File: src/rtl/i2s_master_rx_ctrl.sv
// I2S master-mode receiver: generates sck/ws from clk, deserialises sd_i into
// stereo frames and hands them downstream on a valid/ready handshake.
module i2s_master_rx_ctrl #(
  parameter int unsigned DIV       = 4,
  parameter int unsigned WORD_BITS = 32
) (
  input  logic                 clk,
  input  logic                 rst,
  input  logic                 en_i,
  input  logic                 sd_i,
  output logic                 sck_o,
  output logic                 ws_o,
  output logic [WORD_BITS-1:0] out_left,
  output logic [WORD_BITS-1:0] out_right,
  output logic                 out_valid,
  input  logic                 out_ready,
  output logic                 busy_o,
  output logic                 ovr_o,
  input  logic                 ovr_clr_i
);

  localparam int unsigned DIV_W = (DIV > 1) ? $clog2(DIV) : 1;
  localparam int unsigned K_W   = $clog2(2 * WORD_BITS);

  localparam logic [DIV_W-1:0] DIV_LAST = DIV_W'(DIV - 1);
  localparam logic [K_W-1:0]   K_LEFT   = K_W'(WORD_BITS - 1);
  localparam logic [K_W-1:0]   K_WS_HI  = K_W'(2 * WORD_BITS - 2);
  localparam logic [K_W-1:0]   K_LAST   = K_W'(2 * WORD_BITS - 1);

  typedef enum logic [1:0] {
    IDLE = 2'd0,
    RUN  = 2'd1,
    STOP = 2'd2
  } state_t;

  state_t               state_q, state_d;
  logic [DIV_W-1:0]     div_q, div_d;
  logic                 sck_q, sck_d;
  logic                 ws_q, ws_d;
  logic [K_W-1:0]       k_q, k_d;
  logic [WORD_BITS-1:0] shift_q, shift_d;
  logic [WORD_BITS-1:0] left_hold_q, left_hold_d;
  logic [WORD_BITS-1:0] out_left_q, out_left_d;
  logic [WORD_BITS-1:0] out_right_q, out_right_d;
  logic                 valid_q, valid_d;
  logic                 ovr_q, ovr_d;
  logic                 busy_q, busy_d;
  logic                 left_cap_q, left_cap_d;
  logic                 frame_done_q, frame_done_d;

  logic tick_c;
  logic rise_c;
  logic fall_c;
  logic ovr_set_c;

  always_ff @(posedge clk or posedge rst) begin
    if (rst) begin
      state_q      <= IDLE;
      div_q        <= '0;
      sck_q        <= 1'b0;
      ws_q         <= 1'b0;
      k_q          <= '0;
      shift_q      <= '0;
      left_hold_q  <= '0;
      out_left_q   <= '0;
      out_right_q  <= '0;
      valid_q      <= 1'b0;
      ovr_q        <= 1'b0;
      busy_q       <= 1'b0;
      left_cap_q   <= 1'b0;
      frame_done_q <= 1'b0;
    end else begin
      state_q      <= state_d;
      div_q        <= div_d;
      sck_q        <= sck_d;
      ws_q         <= ws_d;
      k_q          <= k_d;
      shift_q      <= shift_d;
      left_hold_q  <= left_hold_d;
      out_left_q   <= out_left_d;
      out_right_q  <= out_right_d;
      valid_q      <= valid_d;
      ovr_q        <= ovr_d;
      busy_q       <= busy_d;
      left_cap_q   <= left_cap_d;
      frame_done_q <= frame_done_d;
    end
  end

  always_comb begin
    state_d      = state_q;
    div_d        = div_q;
    sck_d        = sck_q;
    ws_d         = ws_q;
    k_d          = k_q;
    shift_d      = shift_q;
    left_hold_d  = left_hold_q;
    out_left_d   = out_left_q;
    out_right_d  = out_right_q;
    valid_d      = valid_q;
    ovr_d        = ovr_q;
    ovr_set_c    = 1'b0;

    tick_c = (state_q != IDLE) && (div_q == DIV_LAST);
    rise_c = tick_c && !sck_q;
    fall_c = tick_c && sck_q;

    // Bit-clock generation, sampling and slot sequencing
    case (state_q)
      IDLE: begin
        div_d = '0;
        sck_d = 1'b0;
        ws_d  = 1'b0;
        if (en_i) begin
          state_d = RUN;
          k_d     = '0;
          shift_d = '0;
        end
      end
      default: begin
        div_d = tick_c ? '0 : div_q + DIV_W'(1);
        if (tick_c) begin
          sck_d = !sck_q;
        end
        if (rise_c) begin
          shift_d = {shift_q[WORD_BITS-2:0], sd_i};
          k_d     = (k_q == K_LAST) ? '0 : k_q + K_W'(1);
        end
        if (fall_c) begin
          ws_d = (k_q >= K_LEFT) && (k_q <= K_WS_HI);
        end
        // k_q == 0 on a fall means the last rise of a frame has just happened
        if (fall_c && (k_q == '0) && (state_q == STOP || !en_i)) begin
          state_d = IDLE;
        end else if (state_q == RUN && !en_i) begin
          state_d = STOP;
        end
      end
    endcase

    left_cap_d   = rise_c && (k_q == K_LEFT);
    frame_done_d = rise_c && (k_q == K_LAST);

    // Capture one cycle after the sampling rise, when shift_q holds the full word
    if (left_cap_q) begin
      left_hold_d = shift_q;
    end

    if (frame_done_q) begin
      if (!valid_q || out_ready) begin
        out_left_d  = left_hold_q;
        out_right_d = shift_q;
        valid_d     = 1'b1;
      end else begin
        ovr_set_c = 1'b1;
      end
    end else if (valid_q && out_ready) begin
      valid_d = 1'b0;
    end

    if (ovr_set_c) begin
      ovr_d = 1'b1;
    end else if (ovr_clr_i) begin
      ovr_d = 1'b0;
    end

    busy_d = (state_d != IDLE);
  end

  assign sck_o     = sck_q;
  assign ws_o      = ws_q;
  assign out_left  = out_left_q;
  assign out_right = out_right_q;
  assign out_valid = valid_q;
  assign busy_o    = busy_q;
  assign ovr_o     = ovr_q;

endmodule

File: config.mk
export PLATFORM = sky130hd
export DESIGN_NAME = i2s_master_rx_ctrl
export DESIGN_NICKNAME = d
export VERILOG_FILES = /design/src/rtl/i2s_master_rx_ctrl.sv
export SDC_FILE = /design/constraint.sdc
export NUM_CORES = 1
export LEC_CHECK = 0
export CAP_MARGIN = 20
export CORE_MARGIN = 2
export CORE_UTILIZATION = 54
export CTS_CLUSTER_DIAMETER = 100
export DETAILED_ROUTE_END_ITERATION = 12
export PLACE_DENSITY = 0.75
export SYNTH_ARGS = -nofsm -noshare
export SYNTH_HDL_FRONTEND = slang
export SYNTH_SLANG_ARGS = --single-unit
File: constraint.sdc
create_clock -name clk -period 6.9 [get_ports clk]
set_input_delay 1.38 -clock clk [delete_from_list [all_inputs] [get_ports clk]]
set_output_delay 1.38 -clock clk [all_outputs]
set_load 0.02 [all_outputs]
Word-level counts from Yosys, hierarchy flattened
Index checks and enable logic that the tools add are counted.
Cells by class
  add/subtract/negate cells: 2
  multipliers: 0
  divide/modulo/power cells: 0
  magnitude comparators: 2
  eq/ne operators: 7
  shifts and indexed selects: 0
  multiplexer cells: 24
  bitwise logic cells: 0
  reductions and logical operators: 27
Operator list (number)
  $mux 32: 3
  $mux 6: 4
  $reduce_bool 2->1: 7
  $mux 2: 6
  $mux 1: 11
  $logic_and 1x1->1: 10
  $add 6x1->6 const B: 1
  $eq 6x5->1 const B: 1
  $eq 6x6->1 const B: 1
  $ge 6x5->1 const B: 1
  $le 6x6->1 const B: 1
  $logic_not 6->1: 1
  $reduce_and 2->1: 3
  $eq 2x2->1 const B: 2
  $logic_not 1->1: 3
  $add 2x1->2 const B: 1
  $eq 2x1->1 const B: 1
  $logic_not 2->1: 1
  $logic_or 1x1->1: 2
  $ne 2x1->1 const B: 1
  $ne 2x2->1 const B: 1
Word-level totals
  bits in registers: 145
  bits in latches: 0
  memory bits (writable): 0
  bits in read-only memories: 0
  bits of input ports: 6
  memories: 0

Logic depth before layout (Yosys ltp)
Gate-level depths: netlist of the first run.
  word-level depth: 8
  mapped depth: 7
  depth with buffers taken out: 5

Worst setup path after synthesis of the first run
OpenSTA, ideal clock, no wires.
  path kind: input to register
  start point: in out_ready
  end point: reg out_left_q[0] (netlist: out_left[0])
  setup time: 125 ps
  arrival time: 2329 ps
  required time: 6775 ps
  slack: 4447 ps
  cell stages on the path: 4
  buffers on the path: 1
  path through: nand2b_1 > nand2_1 > buf_2 > mux2_2
Between the ends
  word-level cells in the longest chain between the ends: 2
RTL lines
  start: declaration: line 16  | input logic out_ready,
  $logic_or 1x1->1: line 150  | if (!valid_q || out_ready) begin
  $reduce_and 2->1 (no source line)
  end signal: assignment: line 80  | out_left_q <= out_left_d;
  end: declaration: line 43  | logic [WORD_BITS-1:0] out_left_q, out_left_d;
Every way passes these cells.
A chain may end at the register's enable or synchronous reset.

Worst setup path in the final report of the first run
  start point: reg sck_q (netlist: sck_o)
  end point: out sck_o
RTL lines
  start: declaration: line 38  | logic sck_q, sck_d;
  start signal: assignment: line 75  | sck_q <= sck_d;
  end: declaration: line 11  | output logic sck_o,
No word-level cell between the ends.

==> flow_summary_export.csv, run 1 <==
group,metric,value,unit
global_route,grt_max_degree,89,
drt,top_layer,"met4",
clock_network,ctsResizeCount,0,
min_path,hold_class,"reg2reg",
sta,tightest_slew,0.881,ns
final_layout,diodes,0,
clock_network,h-tree-depth,4,
sta,slew_viol_final,0,
global_route,grt_pass1_wl,16.2,mm
synthesis,yosys.area.top_type,"dfrtp_1",
synthesis,syn_avg_cell_area,15.5,µm²
synthesis,synth_cells,360,
drt,met2_wirelength,4.79,mm
floorplan,die_y,106,µm
drt,vias,3233,
worst_setup_path,endpoint_kind,"output port",
synthesis,seq_area_frac_synth,65.2,%
global_route,globalRoute.totalOverflow,0,
final_layout,final_cell_mix,"dfrtp_1, mux2_2, clkdlybuf4s50_1, a22o_1, clkbuf_16",
final_layout,seqCellArea,0.00363,mm²
global_route,grt_use_total,18.9,%
pwr,intPower,1.58,mW
pwr,leakagePower,3.41,nW
sta,rsz0062_at_grt,"false",
sta,fin_crit,2.90,ns
floorplan,placeableCoreArea,0.0102,mm²
worst_setup_path,critical_path.max_stage_delay,0.62,ns
pwr,clockPowerShare,44.1,%
synthesis,ys_top_cells_by_area,"dfrtp_1, mux2_2, a22o_1",
clock_network,cts_buffers,17,
pwr,power.density,296,mW/mm²
worst_setup_path,worst-path-buf-inv,1,
drt,drtIter0Drc,148,
worst_setup_path,critPathRequiredTime,5.52,ns
sta,fin_skew,0.00621,ns
worst_setup_path,crit_slowest_cell,"clkdlybuf4s50_1",
flow_run,maxCapViolCount,0,
floorplan,die_x,106,µm
clock_network,cts_tree,"yes",
clock_network,clock_latency,0.51,ns
pwr,power,2.07,mW
synthesis,yosysWarningCount,0,
status,outcome,"completed",
clock_network,cts-root-buf,"clkbuf_8",
drt,wirelength,9.72,mm
pwr,combinationalPowerShare,9.3,%
sta,fmax,345,MHz
drt,drc_errors,0,
clock_network,holdBufCountCts,0,
drt,via_per_inst,5.52,
pwr,max-vdd-ir-drop,0.164,mV
floorplan,die-area,0.0111,mm²
pwr,p_sw_share,23.7,%
global_route,antenna_found_initial,0,
final_layout,fill_cells,708,
sta,whs,0.449,ns
final_layout,layout-drive-gt1-share,32.4,%
placement,portBuffers,74,
clock_network,cts_setup_buffers,0,
final_layout,nNetsFinal,448,
synthesis,synth_cell_types,38,
synthesis,ys_ff_latch,145,
drt,drtAntennaViolNets,0,
worst_setup_path,crit_arrival,1.52,ns
placement,gp_congestion,0.747,
final_layout,syn_to_final_growth,25.8,%
global_route,grt_pass1_vias,3261,
drt,wire_per_inst,16.6,µm
sta,fin_crit_sh,42.1,%
pwr,seqPwrFrac,46.7,%
clock_network,cts_sinks,145,
final_layout,multiInputGateArea,0.00178,mm²
synthesis,synth_fp_nets,370,
worst_setup_path,worstPathMaxFanout,4,
worst_setup_path,worstSetupPathType,"reg2out",
sta,fin_tns_setup,0,ns
placement,place_hpwl,5.70,mm
final_layout,layout_commonest_cell,"dfrtp_1",
floorplan,num_rows,37,
worst_setup_path,cp_cell_sequence,"clkdlybuf4s50_1",
floorplan,num_io_pins,75,
drt,drt-met1-wl,4.41,mm
sta,fin_ws,4.00,ns
sta,hold_violations,0,
drt,met3_length,369,µm
synthesis,netlist.area_leader.share,65.2,%
drt,dr.pass1.iters,4,
worst_setup_path,cp_top_family,"buffers and inverters",
worst_setup_path,cp-start-kind,"flop",
sta,slew_headroom,41.3,%
clock_network,cts.clk_slew.worst_paths,0.06,ns
synthesis,synth_area,0.00557,mm²
pwr,switching_power,0.490,mW
clock_network,ctsLongestPathBuffers,2,
floorplan,initial_core_util,54.7,%
placement,pre_cts_slack,3.58,ns
sta,setup_viol,0,
cell families (layout without fill, tap and decap cells):
family | after synthesis | in the layout | synth area share (%)
adder cells (fa/ha/maj) | 4 | 4 | 0.899
buffers and inverters | 25 | 115 | 2.85
flip-flops | 145 | 145 | 65.2
XOR/XNOR | 1 | 1 | 0.157
multiplexers | 98 | 98 | 20.0
AND/OR/NAND/NOR | 41 | 41 | 3.98
AO/OA/AOI/OAI | 46 | 46 | 6.92
power by group through the flow:
stage / Clock (mW) / Sequential (mW) / Combinational [mW]
5_1_grt: 0.968 / 0.976 / 0.216
6_report: 0.912 / 0.967 / 0.192
4_1_cts: 0.927 / 0.965 / 0.186
3_3_place_gp: 0 / 0.975 / 0.178
2_1_floorplan: 0 / 0.970 / 0.148
3_5_place_dp: 0 / 0.978 / 0.184
registers in the layout (all words and copies together) (netlist names):
name and cells:
left_hold_q 32, out_left 32, out_right 32, shift_q 32
k_q 6, div_q 2, state_q 2, busy_o 1
frame_done_q 1, left_cap_q 1, out_valid 1, ovr_o 1
sck_o 1, ws_o 1
layout make-up:
type                    instances  area share, %
repair buffers                 78           11.3
multi-input cells             190           25.5
clock buffers                  21           6.70
flip-flops and latches        145           51.8
clock inverters                10           1.89
inverters                       6          0.393
well taps                     136           2.43
path summary, 6_finish.rpt:
path,startpoint,cells past startpoint,endpoint,slack [ns]
setup / recovery,sck_o,1,sck_o,4.00
max in group asynchronous,rst,3,shift_q[5],4.32
hold reg to reg,div_q[0],1,div_q[0],0.45
hold / removal,div_q[0],1,div_q[0],0.45
min in group asynchronous,rst,2,left_hold_q[19],1.40
setup reg to reg,out_valid,4,out_left[28],5.12
cell usage after synthesis, drive strengths merged:
master	instances
nand2b	1
or2b	1
o211ai	1
o21ai	2
nor3	2
o41ai	1
and2	3
ha	4
nand3	5
nor2	6
inv	6
o22ai	2
mux2i	2
xnor2	1
a22o	33
nand4	2
a211oi	1
a21oi	3
nand4bb	1
and4	1
nand2	12
mux2	96
buf	17
dfrtp	145
nand4b	1
clkbuf	2
nand3b	1
nor2b	1
or2	1
and2b	1
o31ai	2
and3	2
a2bb2oi	1
layer usage:
| metal | vias to the layer above | global-route usage, % |
|---|---|---|
| met3 | 14 | 6.00 |
| li1 | 1466 | - |
| met2 | 72 | 28.8 |
| met1 | 1681 | 25.9 |
| met4 | 0 | 6.39 |
| met5 | - | 0 |
through the flow:
stage               instances  utilization, %  cell area (µm²)
finish                    586            68.7             7000
global route              586            68.7             7000
CTS                       585            68.5             6970
detailed placement        554            62.6             6370
global placement          554            62.6             6370
floorplan                 360               -             5570
Power figures use the tool's default switching activity.
==> run 2, diff against run 1 <==
==> constraint.sdc (replaced) <==
create_clock -name clk -period 2.9 [get_ports clk]
set_input_delay 0.58 -clock clk [delete_from_list [all_inputs] [get_ports clk]]
set_output_delay 0.58 -clock clk [all_outputs]
set_load 0.02 [all_outputs]
==> run 2 against run 1 <==
  * Critical path depth did not move
  * Setup slack got worse by 3.2 ns
  * Power rose by 140%
  * Clock power rose by 150%
  * Die area did not move
  * Critical endpoint unchanged
==> flow_summary_export.csv, run 2 (synthesized netlist as in run 1, its figures left out) <==
group,metric,value,unit
pwr,power,5.01,mW
final_layout,fin_area,0.00705,mm²
sta,slew_viol_final,0,
clock_network,ctsLongestPathBuffers,2,
clock_network,cts_buffers,17,
worst_setup_path,rrSetupSlack,1.13,ns
sta,fin_crit,2.10,ns
placement,dpl.cell_count,557,
drt,wirelength,9.74,mm
sta,fin_tns_setup,0,ns
floorplan,die-area,0.0111,mm²
drt,drc_errors,0,
clock_network,holdBufCountCts,0,
clock_network,cts_tree,"yes",
sta,setup_viol,0,
worst_setup_path,worst-path-buf-inv,1,
sta,whs,0.442,ns
worst_setup_path,critical_path.max_stage_delay,0.62,ns
global_route,grt_pass1_wl,16.5,mm
pwr,power.density,711,mW/mm²
sta,tightest_slew,0.795,ns
sta,slew_headroom,47.0,%
floorplan,num_rows,37,
worst_setup_path,cp_top_family,"buffers and inverters",
worst_setup_path,worst_r2r_endpoint,"shift_q[17]",
final_layout,layout.cells.non_filler,589,
pwr,intPower,3.78,mW
sta,fin_skew,0.0141,ns
floorplan,placeableCoreArea,0.0102,mm²
global_route,antenna_found_initial,0,
clock_network,clock_latency,0.50,ns
worst_setup_path,crit_arrival,1.52,ns
pwr,leakagePower,3.41,nW
status,outcome,"completed",
floorplan,die_x,106,µm
worst_setup_path,ff2ff_path_depth,4,
placement,place_area,0.00643,mm²
drt,vias,3215,
final_layout,layout_commonest_cell,"dfrtp_1",
placement,place_hpwl,5.84,mm
final_layout,nNetsFinal,450,
global_route,grt_use_total,18.9,%
drt,drtIter0Drc,128,
clock_network,ctsResizeCount,0,
worst_setup_path,worstSetupPathType,"reg2out",
global_route,globalRoute.totalOverflow,0,
pwr,p_sw_share,24.5,%
clock_network,cts-root-buf,"clkbuf_8",
worst_setup_path,crit_slowest_cell,"clkdlybuf4s50_1",
clock_network,cts_setup_buffers,0,
placement,gp_congestion,0.761,
sta,fmax,477,MHz
drt,wire_per_inst,16.5,µm
final_layout,syn_to_final_growth,26.6,%
global_route,grt_max_degree,146,
final_layout,fill_cells,723,
worst_setup_path,endpoint_kind,"output port",
final_layout,final_cell_mix,"dfrtp_1, mux2_2, clkdlybuf4s50_1, a22o_1, clkbuf_16",
drt,dr.pass1.iters,4,
worst_setup_path,cp-start-kind,"flop",
sta,hold_violations,0,
min_path,whs_path_depth,1,
final_layout,diodes,0,
pwr,seqPwrFrac,45.9,%
final_layout,layout-drive-gt1-share,32.7,%
flow_run,maxCapViolCount,0,
pwr,combinationalPowerShare,9.1,%
worst_setup_path,critPathRequiredTime,2.32,ns
drt,drtAntennaViolNets,0,
global_route,grt_pass1_vias,3315,
placement,portBuffers,74,
min_path,min_from,"div_q[0]",
pwr,max-vdd-ir-drop,0.414,mV
worst_setup_path,worstPathMaxFanout,4,
floorplan,num_io_pins,75,
pwr,switching_power,1.23,mW
pwr,clockPowerShare,45.0,%
clock_network,cts_sinks,145,
floorplan,die_y,106,µm
worst_setup_path,reg2reg_from,"state_q[1]",
drt,via_per_inst,5.46,
sta,rsz0062_at_grt,"false",
clock_network,h-tree-depth,4,
clock_network,cts.clk_slew.worst_paths,0.07,ns
sta,fin_crit_sh,72.3,%
floorplan,initial_core_util,54.7,%
min_path,hold_end,"div_q[0]",
worst_setup_path,cp.depth,1,
min_path,hold_class,"reg2reg",
worst_setup_path,cp_cell_sequence,"clkdlybuf4s50_1",
==> run 2: cell count changes in the layout (fill, tap and decap cells not counted), moves of 3 or more <==
cell,previous run,this run
inv_6,1,5
clkinv_2,4,0
clkinvlp_4,3,6
clkbuf_8,5,1
buf_12,0,3
==> run 2: power by group through the flow <==
| stage | Clock [mW] | Sequential (mW) | Combinational, mW |
|---|---|---|---|
| after global placement | 0 | 2.32 | 0.445 |
| after detailed placement | 0 | 2.33 | 0.461 |
| after floorplan | 0 | 2.31 | 0.352 |
| final | 2.26 | 2.30 | 0.455 |
| after global routing | 2.38 | 2.33 | 0.506 |
| after CTS | 2.29 | 2.30 | 0.463 |
==> run 2: how the worst max path moves through the flow <==
stage                   start          end  slack [ns]
floorplan                 rst       busy_o        0.50
global placement    out_ready  out_left[5]        0.71
detailed placement  out_ready  out_left[7]        0.68
CTS                     sck_o        sck_o        0.77
global route            sck_o        sck_o        0.75
finish                  sck_o        sck_o        0.80
==> run 2: final cells by class <==
cell class / count / area, µm² / area share [%]
flip-flops and latches: 145 / 3630 / 51.5
multi-input cells: 190 / 1780 / 25.3
repair buffers: 80 / 823 / 11.7
clock buffers: 18 / 418 / 5.93
clock inverters: 14 / 201 / 2.86
well taps: 136 / 170 / 2.41
inverters: 6 / 26.3 / 0.373
==> run 2: per-stage QoR <==
step | setup slack, ns | utilization (%)
final | 0.804 | 69.2
after global routing | 0.748 | 69.2
after CTS | 0.774 | 69.2
after detailed placement | 0.679 | 63.1
after global placement | 0.712 | 63.1
after floorplan | 0.501 | -
==> run 2: metal layers <==
metal	track usage, %	up-vias	share of wire [%]
met5	0	-	0
met4	6.58	0	0.98
met3	4.58	13	3.7
met2	30.3	61	50
met1	25.4	1683	45
li1	-	1458	-
==> run 3, diff against run 2 <==
--- a/config.mk
+++ b/config.mk
@@ -7,10 +7,10 @@
 export LEC_CHECK = 0
 export CAP_MARGIN = 20
 export CORE_MARGIN = 2
-export CORE_UTILIZATION = 54
+export CORE_UTILIZATION = 49
 export CTS_CLUSTER_DIAMETER = 100
 export DETAILED_ROUTE_END_ITERATION = 12
-export PLACE_DENSITY = 0.75
+export PLACE_DENSITY = 0.71
 export SYNTH_ARGS = -nofsm -noshare
 export SYNTH_HDL_FRONTEND = slang
 export SYNTH_SLANG_ARGS = --single-unit
==> constraint.sdc (replaced) <==
create_clock -name clk -period 1.69 [get_ports clk]
set_input_delay 0.338 -clock clk [delete_from_list [all_inputs] [get_ports clk]]
set_output_delay 0.338 -clock clk [all_outputs]
set_load 0.02 [all_outputs]
==> run 3 against run 2 <==
  * Critical path depth increased by 3
  * Sequential cell count unchanged
  * Non-clock buffer count increased by 6
  * Setup slack got worse by 0.72 ns
  * Largest cell class unchanged
==> flow_summary_export.csv, run 3 (synthesized netlist as in run 1, its figures left out) <==
group,metric,value,unit
status,outcome,"completed",
sta,fin_crit,1.61,ns
final_layout,layout_commonest_cell,"dfrtp_1",
drt,wire_per_inst,17.3,µm
global_route,grt_pass1_vias,3377,
worst_setup_path,critical_path.max_stage_delay,0.38,ns
clock_network,cts_buffers,17,
global_route,grt_max_degree,52,
sta,whs,0.284,ns
floorplan,die_x,111,µm
final_layout,final_cell_mix,"dfrtp_1, mux2_2, dlygate4sd2_1, a22o_1, clkbuf_16",
floorplan,die-area,0.0122,mm²
worst_setup_path,critPathRequiredTime,1.99,ns
placement,place_hpwl,6.40,mm
pwr,power.density,1170,mW/mm²
floorplan,die_y,111,µm
sta,slew_viol_final,0,
drt,drtIter0Drc,114,
worst_setup_path,worstPathMaxFanout,19,
clock_network,holdBufCountCts,0,
final_layout,syn_to_final_growth,26.0,%
drt,drtAntennaViolNets,0,
worst_setup_path,cp_cell_sequence,"ha_1, and2b_2, and2_2, a22o_2",
pwr,leakagePower,3.79,nW
sta,fin_crit_sh,95.3,%
clock_network,cts-root-buf,"clkbuf_16",
pwr,power,8.24,mW
placement,portBuffers,74,
drt,dr.pass1.iters,4,
floorplan,initial_core_util,50.7,%
global_route,antenna_found_initial,0,
pwr,max-vdd-ir-drop,1.23,mV
floorplan,placeableCoreArea,0.0110,mm²
drt,drc_errors,0,
final_layout,seqCellArea,0.00363,mm²
worst_setup_path,endpoint_kind,"flop",
final_layout,layout-drive-gt1-share,33.6,%
flow_run,maxCapViolCount,0,
worst_setup_path,cp_top_family,"simple AND/OR/NAND/NOR gates",
worst_setup_path,crit_arrival,1.91,ns
sta,slew_headroom,70.2,%
clock_network,cts_setup_buffers,0,
global_route,grt_use_total,17.7,%
floorplan,num_io_pins,75,
sta,hold_violations,0,
sta,fin_tns_setup,0,ns
placement,gp_congestion,0.811,
final_layout,nNetsFinal,457,
sta,setup_viol,0,
clock_network,cts.clk_slew.worst_paths,0.06,ns
clock_network,cts_tree,"yes",
drt,via_per_inst,5.40,
final_layout,multiInputGateArea,0.00179,mm²
worst_setup_path,crit_slowest_cell,"dfrtp_1",
worst_setup_path,worstSetupPathType,"reg2reg",
final_layout,final_util,63.8,%
global_route,grt_pass1_wl,17.1,mm
drt,vias,3231,
worst_setup_path,cp-start-kind,"flop",
final_layout,diodes,0,
sta,tightest_slew,0.447,ns
sta,rsz0062_at_grt,"false",
drt,wirelength,10.4,mm
final_layout,fill_cells,835,
sta,fin_skew,0.00607,ns
sta,fmax,621,MHz
clock_network,clock_latency,0.41,ns
clock_network,h-tree-depth,4,
min_path,hold_class,"in2async",
clock_network,cts_sinks,145,
worst_setup_path,worst-path-buf-inv,0,
floorplan,num_rows,38,
global_route,globalRoute.totalOverflow,0,
clock_network,ctsLongestPathBuffers,2,
==> run 3: worst register-to-register path, delay by kind of cell, from the launching register on <==
kind	cells	cell delay (ns)
adder cells (fa/ha/maj)	1	0.21
AO/OA/AOI/OAI	1	0.31
flip-flops	1	0.38
AND/OR/NAND/NOR	2	0.61
==> run 3: routing by layer <==
metal  routed length (µm)  up-vias  GRT usage (%)
met1                 4740     1683           23.3
li1                     -     1481              -
met4                  106        0           6.00
met3                  425        9           5.93
met5                    0        -              0
met2                 5100       58           27.7
==> run 3: metrics by stage <==
| step | std cells | setup slack, ns | instance area [µm²] |
|---|---|---|---|
| 3_3_place_gp | 567 | -0.0912 | 6530 |
| 2_1_floorplan | 360 | -0.467 | 5570 |
| 3_5_place_dp | 567 | -0.138 | 6530 |
| 5_1_grt | 598 | 0.00551 | 7010 |
| 6_report | 598 | 0.0792 | 7010 |
| 4_1_cts | 597 | 0.0682 | 7000 |
==> run 3: path summary, 6_finish.rpt <==
kind / startpoint / end / slack (ns) / cells after the start
max in group asynchronous: rst / out_right[11] / 0.84 / 3
setup / recovery: div_q[0] / shift_q[5] / 0.08 / 4
min in group clk: div_q[0] / div_q[0] / 0.44 / 1
hold reg to reg: div_q[0] / div_q[0] / 0.44 / 1
hold / removal: rst / out_left[25] / 0.28 / 2
setup reg to reg: div_q[0] / shift_q[5] / 0.08 / 4
==> run 3: area by class of cell <==
cell class,count,share of cell area [%]
sequential,145,51.8
multi-input combinational,191,25.6
timing repair buffer,86,11.9
clock buffer,24,7.16
tap,140,2.50
clock inverter,6,0.785
inverter,6,0.375
==> run 3: where the power goes <==
group          switching [mW]  internal [mW]  leakage (nW)
clock                    1.28           2.19         0.281
combinational           0.436          0.378          1.52
sequential              0.254           3.70          1.99
total                    1.97           6.26          3.79
==> run 3: what timing repair did <==
action / in CTS / in global routing
gates resized for setup: 69 / 1
pin swaps: 0 / 1
endpoints found under the setup margin: 69 / 1
cloned: 0 / 1
==> patch (config.mk and constraints of run 3) <==
`WORD_BITS`: 32 -> 64.
--- a/src/rtl/i2s_master_rx_ctrl.sv
+++ b/src/rtl/i2s_master_rx_ctrl.sv
@@ -3,5 +3,5 @@
 module i2s_master_rx_ctrl #(
   parameter int unsigned DIV       = 4,
-  parameter int unsigned WORD_BITS = 32
+  parameter int unsigned WORD_BITS = 64
 ) (
   input  logic                 clk,
Interface: changed (resized out_left and out_right); port bits go from 75 to 139. No check against the original RTL was run, so the function may have changed too.
==> patch against run 3 <==
- the flow now finishes with violations (negative setup slack)
- design area increased by 88%
- setup slack got worse by 0.13 ns
- power increased by 77%
- wire length increased by 98%
- first-iteration DRC count increased by 110%
- area after synthesis increased by 83%
- sequential cell count increased by 129
- count of clock-buffer cells in the layout increased by 17
- clock skew increased by 0.0029 ns
- fmax decreased by 7.7%
- synthesized cell count increased by 78%
- critical path type unchanged
==> patch: results (changes against run 3) <==
| Metric | Value |
|---|---|
| Synth Area in Adders | `0.00491 (-0.00408)` |
| Vias in the first global route | `6,414 (+90%)` |
| Skew-Pair Late Insertion Delay | `0.53 ns (+0.12 ns)` |
| Largest net degree at the start of global routing | `43 (-17%)` |
| Crit path largest cell delay | `0.54 ns (+0.16 ns)` |
| Sequential fraction of the synthesis area | `0.672 (+0.0206)` |
| Final setup vio count | `3 (+3)` |
| Compound-cell area share of the yosys netlist | `0.0664 (-0.00284)` |
| Outcome | `complete, but fails checks` |
| CTS buffer count | `28 (+11)` |
| Slowest cell on crit path | `or4_4` |
| 1st-iter DRT viols | `239 (+110%)` |
| Setup TNS | `-0.158 ns (-0.158 ns)` |
| Vias/cell | `5.46 (+1.0%)` |
| Avg Inst Size Synth | `16.0 sq um (+3.2%)` |
| Setup WS post-layout | `-0.0546 ns (-0.134 ns)` |
| Post-DP HPWL | `13,500 um (+110%)` |
| Detailed Routing Iterations Pass 1 | `5 (+1)` |
| Final hold slack | `0.0695 ns (-0.215 ns)` |
| P_leak | `7.17 nW (+89%)` |
| DR WL/cell | `18.7 um (+7.6%)` |
| PortBufs | `138 (+86%)` |
| Failing checks | `negative setup slack` |
| Pre-CTS setup slack | `-0.238 ns (-0.100 ns)` |
| Vias | `6,011 (+86%)` |
| Commonest cells in the netlist | `dfrtp_1, mux2_2, a22o_1, buf_2, clkbuf_1` |
| P_seq | `6.96 mW (+76%)` |
| Post-CTS setup buffer count | `2 (+2)` |
| Total GRT Usage | `0.191 (+0.0147)` |
| H-tree levels | `1 (-3)` |
| Peak supply drop | `871 uV (-29%)` |
## patch: how the worst max path moves through the flow
stage	slack, ns	end	startpoint
detailed placement	-0.24	out_right[51]$_DFFE_PP0P_	out_ready
global route	-0.1	state_q[1]$_DFF_PP0_	k_q[4]$_DFFE_PP0P_
finish	-0.05	state_q[1]$_DFF_PP0_	k_q[4]$_DFFE_PP0P_
global placement	-0.22	out_left[53]$_DFFE_PP0P_	out_ready
CTS	-0.08	state_q[1]$_DFF_PP0_	k_q[4]$_DFFE_PP0P_
floorplan	-2.27	busy_o$_DFF_PP0_	rst
## patch: layout make-up
type / instances / area share
Clock inverter: 10 / 0.0126
Multi-Input combinational cell: 320 / 0.242
Clock buffer: 41 / 0.0624
Inverter: 8 / 0.00257
Tap cell: 270 / 0.0257
Timing Repair Buffer: 178 / 0.134
Sequential cell: 274 / 0.521
## patch: metal layers
layer,vias up,track usage,routed length [um]
li1,2665,-,-
met1,3164,0.259,8850
met2,151,0.317,10100
met3,31,0.0466,1170
met4,0,0.0438,387
met5,-,0,0
